## config.mk

```make
export PLATFORM = sky130hd
export DESIGN_NAME = acq_sequencer
export DESIGN_NICKNAME = d
export VERILOG_FILES = /design/src/rtl/acq_sequencer.sv
export SDC_FILE = /design/constraint.sdc
export NUM_CORES = 1
export LEC_CHECK = 0
export CORE_UTILIZATION = 40
export DETAILED_ROUTE_END_ITERATION = 16
export GPL_ROUTABILITY_DRIVEN = 0
export SLEW_MARGIN = 5
export SYNTH_ARGS = -nofsm -noshare
export SYNTH_HDL_FRONTEND = slang
export SYNTH_SLANG_ARGS = --single-unit
export TNS_END_PERCENT = 5
```

## constraint.sdc

```tcl
create_clock -name i_clock -period 4.11 [get_ports i_clock]
set_clock_uncertainty 0.05 [all_clocks]
set_input_delay 1.233 -clock i_clock [delete_from_list [all_inputs] [get_ports i_clock]]
set_output_delay 1.233 -clock i_clock [all_outputs]
set_load 0.05 [all_outputs]
```

## src/rtl/acq_sequencer.sv

```systemverilog
// acq_sequencer: one DiscReader acquisition (arm, optional index wait, capture N revs, flush); byte->RAM write latency 1 cycle.
// No backpressure: bytes after RAM full are dropped. ACQ_TIMEOUT_EN builds the ARM index timeout.
module acq_sequencer #(
  parameter int ADDR_WIDTH   = 19,
  parameter int FLUSH_CLKS   = 3,
  parameter int TIMEOUT_CLKS = 50000000
) (
  input  logic                  i_clock,
  input  logic                  i_reset,
  input  logic                  i_start,
  input  logic                  i_abort,
  input  logic                  i_wait_index,
  input  logic [7:0]            i_revs,
  input  logic                  i_addr_clr,
  input  logic                  i_index_in,
  input  logic [7:0]            i_rd_data,
  input  logic                  i_rd_write,
  output logic                  o_rd_run,
  output logic [ADDR_WIDTH-1:0] o_mem_addr,
  output logic [7:0]            o_mem_data,
  output logic                  o_mem_we,
  output logic [ADDR_WIDTH:0]   o_byte_count,
  output logic                  o_busy,
  output logic                  o_waiting,
  output logic                  o_done,
  output logic                  o_mem_full,
  output logic                  o_no_index
);

  localparam int FW = (FLUSH_CLKS > 1) ? $clog2(FLUSH_CLKS) : 1;
  localparam logic [ADDR_WIDTH:0] LAST_COUNT = {1'b0, {ADDR_WIDTH{1'b1}}};

  typedef enum logic [1:0] {S_IDLE, S_ARM, S_CAPTURE, S_FLUSH} state_t;

  state_t                r_state, w_next;
  logic                  r_idx_prev, r_rd_run, r_mem_we, r_done, r_mem_full, r_no_index;
  logic [7:0]            r_revs, r_rev_cnt, r_mem_data;
  logic [ADDR_WIDTH-1:0] r_ptr, r_mem_addr;
  logic [ADDR_WIDTH:0]   r_byte_count;
  logic [FW-1:0]         r_flush_cnt;
  logic                  w_idx_edge, w_accept, w_last_write, w_start, w_clr, w_tmo;
  logic                  w_set_done, w_set_no_index;
  logic [7:0]            w_rev_inc;

  assign w_idx_edge   = i_index_in & ~r_idx_prev;
  assign w_accept     = i_rd_write & ~r_mem_full & ((r_state == S_CAPTURE) || (r_state == S_FLUSH));
  assign w_last_write = w_accept & (r_byte_count == LAST_COUNT);
  assign w_start      = i_start & (r_state == S_IDLE);
  assign w_clr        = i_addr_clr & (r_state == S_IDLE);
  assign w_rev_inc    = r_rev_cnt + 8'd1;

`ifdef ACQ_TIMEOUT_EN
  logic [31:0] r_tmo_cnt;

  always_ff @(posedge i_clock or posedge i_reset) begin
    if (i_reset)               r_tmo_cnt <= '0;
    else if (r_state != S_ARM) r_tmo_cnt <= '0;
    else                       r_tmo_cnt <= r_tmo_cnt + 32'd1;
  end

  assign w_tmo = (r_tmo_cnt == 32'(TIMEOUT_CLKS - 1));
`else
  // No timer built: ARM waits for an index edge or ABORT indefinitely.
  assign w_tmo = 1'b0 & (TIMEOUT_CLKS == 0);
`endif

  always_comb begin
    w_next         = r_state;
    w_set_done     = 1'b0;
    w_set_no_index = 1'b0;
    case (r_state)
      S_IDLE: begin
        if (i_start) begin
          // A pending ADDR_CLR empties the RAM before the full check.
          if (r_mem_full & ~i_addr_clr) w_next = S_FLUSH;
          else if (i_wait_index)        w_next = S_ARM;
          else                          w_next = S_CAPTURE;
        end
      end
      S_ARM: begin
        if (i_abort)         w_next = S_IDLE;
        else if (w_idx_edge) w_next = S_CAPTURE;
        else if (w_tmo) begin
          w_next         = S_IDLE;
          w_set_no_index = 1'b1;
        end
      end
      S_CAPTURE: begin
        if (i_abort)           w_next = S_IDLE;
        else if (w_last_write) w_next = S_FLUSH;
        else if (w_idx_edge && (r_revs != 8'd0) && (w_rev_inc == r_revs)) w_next = S_FLUSH;
      end
      S_FLUSH: begin
        if (i_abort) w_next = S_IDLE;
        else if (r_flush_cnt == FW'(FLUSH_CLKS - 1)) begin
          w_next     = S_IDLE;
          w_set_done = 1'b1;
        end
      end
      default: w_next = S_IDLE;
    endcase
  end

  always_ff @(posedge i_clock or posedge i_reset) begin
    if (i_reset) begin
      r_state      <= S_IDLE;
      r_idx_prev   <= 1'b0;
      r_rd_run     <= 1'b0;
      r_flush_cnt  <= '0;
      r_revs       <= '0;
      r_rev_cnt    <= '0;
      r_done       <= 1'b0;
      r_no_index   <= 1'b0;
      r_mem_we     <= 1'b0;
      r_mem_addr   <= '0;
      r_mem_data   <= '0;
      r_ptr        <= '0;
      r_byte_count <= '0;
      r_mem_full   <= 1'b0;
    end else begin
      r_state     <= w_next;
      r_idx_prev  <= i_index_in;
      r_rd_run    <= (w_next == S_CAPTURE);
      r_flush_cnt <= (r_state == S_FLUSH) ? r_flush_cnt + FW'(1) : '0;

      if (w_start) begin
        r_revs     <= i_revs;
        r_rev_cnt  <= '0;
        r_done     <= 1'b0;
        r_no_index <= 1'b0;
      end else if ((r_state == S_CAPTURE) && w_idx_edge) begin
        r_rev_cnt <= w_rev_inc;
      end
      if (w_set_done)     r_done     <= 1'b1;
      if (w_set_no_index) r_no_index <= 1'b1;

      r_mem_we <= w_accept;
      if (w_clr) begin
        r_ptr        <= '0;
        r_byte_count <= '0;
        r_mem_full   <= 1'b0;
      end else if (w_accept) begin
        r_mem_addr   <= r_ptr;
        r_mem_data   <= i_rd_data;
        r_byte_count <= r_byte_count + 1'b1;
        // Pointer parks on the last address instead of wrapping.
        if (w_last_write) r_mem_full <= 1'b1;
        else              r_ptr      <= r_ptr + 1'b1;
      end
    end
  end

  assign o_rd_run     = r_rd_run & ~i_abort;
  assign o_mem_addr   = r_mem_addr;
  assign o_mem_data   = r_mem_data;
  assign o_mem_we     = r_mem_we;
  assign o_byte_count = r_byte_count;
  assign o_busy       = (r_state != S_IDLE);
  assign o_waiting    = (r_state == S_ARM);
  assign o_done       = r_done;
  assign o_mem_full   = r_mem_full;
  assign o_no_index   = r_no_index;

endmodule

```

### Word level (Yosys, flattened, before mapping)

Index checks and enable logic that the tools add are counted.

* flip-flop bits (word level): 91
* bits of input ports: 24
* output and inout port bits: 54
* logic and storage cells: 79

* add/sub/neg operators: 4
* equality and inequality tests: 8
* multiplexer cells: 27
* bitwise operators: 13
* reduce and logical (&&, ||, !) cells: 14

Operators by type and width (number)
* $mux 19: 3
* $mux 20: 2
* $mux 2: 11
* $add 20x1->20 const B: 1
* $eq 20x19->1 const B: 1
* $add 19x1->19 const B: 1
* $mux 8: 2
* $reduce_bool 2->1: 5
* $add 8x1->8 const B: 1
* $and 1x1->1: 8
* $eq 2x2->1 const B: 4
* $eq 8x8->1: 1
* $mux 1: 8
* $pmux 2 s4: 1
* $reduce_bool 8->1: 1
* $reduce_and 2->1: 3
* $not 1->1: 5
* $logic_and 1x1->1: 3
* $add 2x1->2 const B: 1
* $eq 2x1->1 const B: 1
* $logic_not 2->1: 1
* $ne 2x1->1 const B: 1
* $logic_or 1x1->1: 1

### Longest topological paths before layout

Gate-level depths: netlist of run 1.

* depth in word-level cells: 9
* depth in mapped cells: 9
* depth with buffers taken out: 7

### Worst setup path after synthesis of run 1

Ideal clock, no wire load.

* kind: input port to output port
* from: in i_abort
* to: out o_rd_run
* data arrival time: 1.922 ns
* required time: 2.827 ns
* path slack: 0.905 ns
* stages: 1
* path buffers: 0
* cell sequence: nor2b_1

* longest elaborated chain between the ends: 2

RTL lines
* start, declared: RTL line 11 `input logic i_abort,`
* $not 1->1: RTL line 153 `assign o_rd_run = r_rd_run & ~i_abort;`
* $and 1x1->1: RTL line 153
* end, declared: RTL line 18 `output logic o_rd_run,`

No other way between the ends.

### Worst setup path in the final report of run 1

* from: reg r_state[1]
* to: out o_busy

* longest elaborated chain between the ends: 1

RTL lines
* start, declared: RTL line 35 `state_t r_state, w_next;`
* start signal, assigned: RTL line 121 `r_state <= w_next;`
* $reduce_bool 2->1: RTL line 158 `assign o_busy = (r_state != S_IDLE);`
* end, declared: RTL line 23 `output logic o_busy,`

No other way between the ends.

==> results of run 1 <==
[cell type report]
cell class                      count  area, µm²
Fill cell                        1033       5330
Sequential cell                    91       2280
Multi-Input combinational cell    336       2040
Timing Repair Buffer               81        808
Tap cell                          140        175
Clock buffer                       11        141
Clock inverter                      5       36.3
Inverter                            9       36.3
[state kept, by name, summed over array words and instances (netlist names), 2 cells and up]
| name | cells |
|---|---|
| o_mem_data | 8 |
| r_revs | 8 |
| r_rev_cnt | 8 |
| r_flush_cnt | 2 |
| o_mem_addr | 19 |
| r_ptr | 19 |
| r_state | 2 |
| o_byte_count | 20 |
[through the flow]
stage / cell area [µm²] / cells / hold WS [ns]
detailed placement: 5340 / 657 / 0.370
CTS: 5510 / 673 / 0.382
finish: 5510 / 673 / 0.380
global route: 5510 / 673 / 0.396
floorplan: 4460 / 455 / 0.352
global placement: 5340 / 657 / 0.365
[path summary, 6_finish.rpt]
path	start	end	slack [ns]	cells after the start
worst max register to register	r_state[1]	r_ptr[10]	1.87	5
min in group asynchronous	i_reset	o_mem_addr[14]	1.16	2
worst min register to register	r_flush_cnt[0]	r_flush_cnt[0]	0.38	1
worst max-delay path	r_state[1]	o_busy	0.78	3
max in group asynchronous	i_reset	o_mem_data[0]	2.15	3
worst min-delay path	r_flush_cnt[0]	r_flush_cnt[0]	0.38	1
[Yosys cell counts (all sizes together) (5+ instances only)]
| library cell | n | area, µm² |
|---|---|---|
| and3 | 5 | 31.3 |
| nand3 | 16 | 85.1 |
| or4 | 6 | 45.0 |
| xnor2 | 14 | 123 |
| nor3 | 5 | 30.0 |
| o31ai | 6 | 45.0 |
| inv | 8 | 30.0 |
| nand4 | 11 | 68.8 |
| clkbuf | 10 | 37.5 |
| or3 | 6 | 37.5 |
| nor2 | 39 | 149 |
| mux2 | 9 | 101 |
| xor2 | 17 | 149 |
| o21ai | 20 | 123 |
| dfrtp | 91 | 2280 |
| nor4 | 5 | 52.6 |
| buf | 9 | 73.8 |
| nand2 | 107 | 402 |
| a21oi | 18 | 113 |
[layer usage]
layer | vias to the layer above | track usage (%) | share of wire, %
met3 | 10 | 3.51 | 3.6
met5 | - | 0 | 0
li1 | 1709 | - | -
met1 | 1685 | 23.6 | 46
met2 | 67 | 29.6 | 49
met4 | 0 | 7.34 | 1.4
[report_power, final]
group	internal (mW)	switching, mW
clock network	0.240	0.318
registers	1.00	0.111
logic	0.273	0.470
total	1.52	0.900
[worst register-to-register path, cell delays in order, from the launching register on]
cell,delay (ns)
dfrtp_1,0.68
nand4b_4,0.23
nor4_4,0.51
a21o_4,0.38
o311ai_0,0.20
o41ai_1,0.09
[logic make-up (layout without fill, tap and decap cells)]
| family | Yosys count | in the layout | share of synthesized area [%] |
|---|---|---|---|
| other | 1 | 1 | 0.0842 |
| adder cells (fa/ha/maj) | 4 | 4 | 1.12 |
| multiplexers | 9 | 9 | 2.27 |
| AO/OA/AOI/OAI | 65 | 65 | 10.1 |
| buffers and inverters | 28 | 106 | 3.29 |
| AND/OR/NAND/NOR | 224 | 224 | 24.8 |
| XOR/XNOR | 33 | 33 | 7.16 |
| flip-flops | 91 | 91 | 51.1 |
==> impl_metrics.ini, run 1 <==
[critical_path]
critical-path-top-delay-family = buffers and inverters
crit_buf_inv = 2
slowest_stage = clkdlybuf4s50_1
endpoint_kind = output pin
path_cells = nor2_1 -> inv_1 -> clkdlybuf4s50_1
worstPathArrival_ns = 2.05
critPathMaxStageDelay_ns = 0.80
path_class = reg -> out
worstPathMaxFanout = 11
required_ns = 2.83
critPathLaunchType = flip-flop

[final_layout]
nNetsFinal = 556
drive_gt1_share_pct = 10.7
synthToLayoutAreaGrowth_pct = 23.7
diodes = 0
mostFrequentLayoutCell = nand2_1
mostFrequentLayoutCells = 107 x nand2_1, 91 x dfrtp_1, 75 x clkdlybuf4s50_1
utilization_pct = 50.9

[drt]
via_per_inst = 5.16
drtIter0Drc = 123
antenna_left = 0
first_pass_iters = 4
vias = 3471
drc = 0
routedWlPerCell_um = 14.3
drt_wl_total_um = 9620

[logic_synthesis]
ys_warn_count = 0
seq_area_frac_synth_pct = 51.1
synth_area_per_cell_um2 = 9.79
synth-edff-count = 0
syn_area_mm2 = 0.00446
synth_ff_type = dfrtp_1
netlist_instances = 455
synth_cell_types = 56
ys_ff_latch = 91
synth-async-reset-ratio_pct = 100
syn-num-nets = 483

[timing]
worst_pin_slew_ns = 0.645
rsz0062_at_grt = false
hold_violations = 0
fin_tns_setup_ns = 0
period_needed_ns = 3.33
fin_crit_sh_pct = 81.0
setup_viol = 0
relSlewSlack_pct = 56.6
max_freq_mhz = 300
fin_ws_ns = 0.779
drv_slew = 0

[clocking]
cts_resized = 0
clock_sinks = 91
clock_path_buffers = 2
clk_pin_slew_worst_paths_ns = 0.09
numCtsBuffers = 9
cts_root_buffer = clkbuf_8
hold_buffers = 0
htreeDepth = 3
cts_tree = built
clkLatencyLatePin_ns = 0.36
postCtsSetupBuffers = 0

[floorplan]
die_area_mm2 = 0.0116
fp-row-count = 38
io_pins = 78
coreArea_mm2 = 0.0108
die_x_um = 108
start_util_pct = 41.1
fp.dieH_um = 108

[pwr]
power_leakage_nw = 2.42
p_total_mw = 2.42
powerDensity_mw_per_mm2 = 438
vdd.ir_drop.worst_uv = 243

[grt]
grt_max_degree = 63
grt_overflow_total = 0
track_usage_pct = 18.1
antenna_found_initial = 0
grt_pass1_wl_um = 16300
first_global_vias = 3412

[worst_hold_path]
hold_class = reg -> reg

[placement]
port_buffers = 76
post-dp-hpwl_um = 6720
dpl_worst_slack_ns = 0.770

[outcome]
outcome = finished, final reports clean

[run]
drv_cap = 0
Power figures use the tool's default switching activity.
==> run 2: changes to the inputs <==
==> constraint.sdc (replaced) <==
create_clock -name i_clock -period 3.11 [get_ports i_clock]
set_clock_uncertainty 0.05 [all_clocks]
set_input_delay 0.933 -clock i_clock [delete_from_list [all_inputs] [get_ports i_clock]]
set_output_delay 0.933 -clock i_clock [all_outputs]
set_load 0.05 [all_outputs]
==> run 2 against run 1 <==
Critical path depth fell by 1. Design area up 2.6%. Die area is the same. Wire length decreased by 0.20%. Worst hold slack lost 0.0025 ns. Clock power grew 63%. First-iteration DRC count is 15% higher. Via count increased by 1.6%. Non-clock buffer count increased by 9. Sequential cell count is the same. Sequential share of layout area shrank 1.1 points. Largest power group unchanged. Highest routed layer unchanged.
==> impl_metrics.ini, run 2 (synthesis gave the netlist of run 1 again) <==
[outcome]
outcome = finished, final reports clean

[final_layout]
instances_no_fill = 682
diodes = 0
nFillCells = 1044
fin_area_mm2 = 0.00566
synthToLayoutAreaGrowth_pct = 27.0
multi_input_area_mm2 = 0.00204
drive_gt1_share_pct = 12.2
nNetsFinal = 565
mostFrequentLayoutCells = 107 x nand2_1, 91 x dfrtp_1, 75 x clkdlybuf4s50_1
utilization_pct = 52.2
largest_reg_flops = 20
seq_area_mm2 = 0.00228
mostFrequentLayoutCell = nand2_1

[worst_hold_path]
hold_depth = 1
holdPathEnd = r_flush_cnt[0]
hold_class = reg -> reg
hold_path_startpoint = r_flush_cnt[0]

[critical_path]
rr_startpoint = o_byte_count[10]
critPathMaxStageDelay_ns = 0.83
endpoint_kind = output pin
worstPathMaxFanout = 7
r2r-end = r_ptr[10]
path_cells = nor2b_1 -> clkdlybuf4s50_1
worstRegToRegCells = 5
slowest_stage = clkdlybuf4s50_1
critPathLaunchType = flip-flop
worstPathArrival_ns = 1.86
path_class = reg -> out
r2r_setup_slack_ns = 0.99
required_ns = 2.13

[timing]
hold_slack_ns = 0.377
fin_crit_sh_pct = 91.4
setup_viol = 0
drv_slew = 0
fin_tns_setup_ns = 0
fin_ws_ns = 0.267
period_needed_ns = 2.84
hold_violations = 0
rsz0062_at_grt = false
worst_pin_slew_ns = 0.662
relSlewSlack_pct = 55.8
max_freq_mhz = 352

[grt]
grt_pass1_wl_um = 16400
grt_overflow_total = 0
grt_max_degree = 35
first_global_vias = 3528
antenna_found_initial = 0
track_usage_pct = 18.1

[floorplan]
io_pins = 78
die_area_mm2 = 0.0116
coreArea_mm2 = 0.0108
fp.dieH_um = 108
start_util_pct = 41.1
die_x_um = 108
fp-row-count = 38

[clocking]
hold_buffers = 0
cts_root_buffer = clkbuf_8
postCtsSetupBuffers = 0
cts_resized = 0
clkLatencyLatePin_ns = 0.36
clock_sinks = 91
cts_tree = built
clock_path_buffers = 2
htreeDepth = 3
clk_pin_slew_worst_paths_ns = 0.08
numCtsBuffers = 9

[drt]
drt_wl_total_um = 9610
drc = 0
routedWlPerCell_um = 14.1
antenna_left = 0
first_pass_iters = 4
drtIter0Drc = 142
via_per_inst = 5.17
vias = 3526

[placement]
dpl_worst_slack_ns = 0.218
post-dp-hpwl_um = 6920
placed_cell_area_mm2 = 0.00543
port_buffers = 76
place_inst = 666

[pwr]
powerDensity_mw_per_mm2 = 599
vdd.ir_drop.worst_uv = 281
power_leakage_nw = 2.49
p_total_mw = 3.39

[run]
drv_cap = 0
[run 2: cell types whose count changed in the layout (fill, tap and decap cells not counted), sizes merged]
cell / before / now
buf: 6 / 15
clkinv: 5 / 2
bufinv: 0 / 2
clkinvlp: 0 / 2
inv: 9 / 7
clkbuf: 11 / 12
[run 2: layer usage]
metal	wire, µm	vias to the layer above	part of all wire, %	global-route usage [%]
met4	112	0	1.2	6.36
met1	4340	1722	45	22.7
met3	360	10	3.7	3.45
met5	0	-	0	0
li1	-	1720	-	-
met2	4790	74	50	31.0
[run 2: critical path, delay by kind of cell (launching register included)]
kind | cells | cell delay, ns
and+or+nand+nor | 1 | 0.21
buffers and inverters | 1 | 0.83
DFF | 1 | 0.46
[run 2: worst max path at each step]
stage / startpoint / end / slack (ns) / cells past startpoint
finish: r_state[0] / o_waiting / 0.27 / 2
detailed placement: i_addr_clr / r_ptr[12] / 0.22 / 6
global route: r_state[0] / o_waiting / 0.17 / 2
CTS: r_state[0] / o_waiting / 0.24 / 2
floorplan: i_abort / o_rd_run / 0.50 / 1
global placement: i_addr_clr / r_ptr[11] / 0.26 / 6
[run 2: cell type report]
cell class,count,share of cell area (%)
clock buffers,12,2.74
clock inverters,4,1.28
inverters,9,0.686
multi-input cells,336,36.0
flip-flops and latches,91,40.2
well taps,140,3.10
repair buffers,90,15.9
[run 2: power breakdown]
group | total, mW | switching (mW) | internal (mW)
logic | 1.02 | 0.638 | 0.383
registers | 1.46 | 0.132 | 1.33
clock network | 0.909 | 0.413 | 0.496
==> run 3: changes to the inputs <==
--- a/config.mk
+++ b/config.mk
@@ -5,9 +5,13 @@
 export SDC_FILE = /design/constraint.sdc
 export NUM_CORES = 1
 export LEC_CHECK = 0
+export CELL_PAD_IN_SITES_DETAIL_PLACEMENT = 1
+export CELL_PAD_IN_SITES_GLOBAL_PLACEMENT = 1
+export CORE_MARGIN = 8
 export CORE_UTILIZATION = 40
 export DETAILED_ROUTE_END_ITERATION = 16
 export GPL_ROUTABILITY_DRIVEN = 0
+export PLACE_DENSITY_LB_ADDON = 0.1
 export SLEW_MARGIN = 5
 export SYNTH_ARGS = -nofsm -noshare
 export SYNTH_HDL_FRONTEND = slang
==> run 3 against run 2 <==
Power down 2.9%. Critical path depth up 1. Via count up 2.2%. Sequential cell count unchanged. Sequential share of layout area up 0.26 points. Critical endpoint is now o_busy. Utilization down 0.33 points. Clock power down 14%. Non-clock buffer count up 1. Die area up 28%. Sequential power about the same. Global-route usage down 2.0 points.
==> impl_metrics.ini, run 3 (synthesis gave the netlist of run 1 again) <==
[timing]
relSlewSlack_pct = 56.9
drv_slew = 0
fin_ws_ns = 0.161
fin_tns_setup_ns = 0
hold_slack_ns = 0.388
period_needed_ns = 2.95
max_freq_mhz = 339
fin_crit_sh_pct = 94.8
worst_pin_slew_ns = 0.631
hold_violations = 0
rsz0062_at_grt = false
setup_viol = 0

[clocking]
clkLatencyLatePin_ns = 0.37
htreeDepth = 3
cts_root_buffer = clkbuf_8
cts_tree = built
clock_sinks = 91
clk_pin_slew_worst_paths_ns = 0.08
clock_path_buffers = 2
numCtsBuffers = 9

[run]
drv_cap = 0

[final_layout]
drive_gt1_share_pct = 12.0
mostFrequentLayoutCell = nand2_1
largest_reg_flops = 20
nNetsFinal = 566
synthToLayoutAreaGrowth_pct = 26.2
instances_no_fill = 681
mostFrequentLayoutCells = 107 x nand2_1, 91 x dfrtp_1, 74 x clkdlybuf4s50_1
diodes = 0

[placement]
place_inst = 667
dpl_worst_slack_ns = 0.196
port_buffers = 76
post-dp-hpwl_um = 8270

[worst_hold_path]
hold_class = reg -> reg

[grt]
grt_overflow_total = 0
grt_max_degree = 41
first_global_vias = 3766
grt_pass1_wl_um = 19200
antenna_found_initial = 0
track_usage_pct = 16.1

[critical_path]
endpoint_kind = output pin
worstPathMaxFanout = 10
critPathLaunchType = flip-flop
worstPathArrival_ns = 1.97
path_class = reg -> out
required_ns = 2.13

[floorplan]
fp-row-count = 38
die_x_um = 122
die_area_mm2 = 0.0148
io_pins = 78
start_util_pct = 41.1
coreArea_mm2 = 0.0108
fp.dieH_um = 122

[drt]
routedWlPerCell_um = 16.6
vias = 3605
drc = 0
first_pass_iters = 4
drt_wl_total_um = 11300
drtIter0Drc = 156
antenna_left = 0
via_per_inst = 5.29

[outcome]
outcome = finished, final reports clean

[pwr]
p_total_mw = 3.29
vdd.ir_drop.worst_uv = 425
power_leakage_nw = 2.49
powerDensity_mw_per_mm2 = 585
[run 3: cell types whose count changed in the layout (fill, tap and decap cells not counted), sizes merged]
cell	change
clkinv	+1
clkdlybuf4s50	-1
bufinv	-1
dlymetal6s2s	+1
clkbuf	-1
clkinvlp	-1
buf	+1
[run 3: critical path, stage by stage, from the launching register on]
cell and delay, ns:
dfrtp_1 0.59, nor2_1 0.13, inv_1 0.08, clkdlybuf4s50_1 0.80
[run 3: timing repair]
action / CTS / global route
hold buffers: 0 / 0
setup endpoints to repair: 0 / 1
resized for setup: 0 / 1
buffers inserted: 0 / 0
[run 3: path summary, 6_finish.rpt]
path	slack, ns	from	to	depth (start not counted)
max reg2reg	0.95	r_state[1]	r_ptr[11]	6
min in group asynchronous	0.89	i_reset	o_mem_addr[17]	2
max in group asynchronous	1.57	i_reset	o_byte_count[5]	3
max	0.16	r_state[0]	o_busy	3
min reg2reg	0.39	r_flush_cnt[0]	r_flush_cnt[0]	1
min	0.39	r_flush_cnt[0]	r_flush_cnt[0]	1
[run 3: per-stage QoR]
stage | util, % | area [µm²]
2_1_floorplan | - | 4460
3_3_place_gp | 50.2 | 5440
3_5_place_dp | 50.2 | 5440
4_1_cts | 51.8 | 5620
5_1_grt | 51.9 | 5620
6_report | 51.9 | 5620
[run 3: power by group]
| part | internal [mW] | leakage, nW | switching, mW |
|---|---|---|---|
| Combinational | 0.383 | 1.17 | 0.644 |
| Clock | 0.383 | 0.0950 | 0.402 |
| Sequential | 1.33 | 1.23 | 0.152 |
| Total | 2.09 | 2.49 | 1.20 |
[run 3: metal layers]
metal | up-vias | GRT usage, % | share of wire (%)
met5 | - | 0 | 0
met4 | 0 | 6.78 | 1.9
met3 | 16 | 3.75 | 4.1
met2 | 53 | 26.2 | 49
met1 | 1814 | 20.3 | 45
li1 | 1722 | - | -
[run 3: cell type report]
type	count	area (µm²)
Multi-Input combinational cell	336	2040
Clock inverter	3	40.0
Inverter	9	38.8
Timing Repair Buffer	91	911
Tap cell	140	175
Clock buffer	11	141
Sequential cell	91	2280
Fill cell	1212	5220
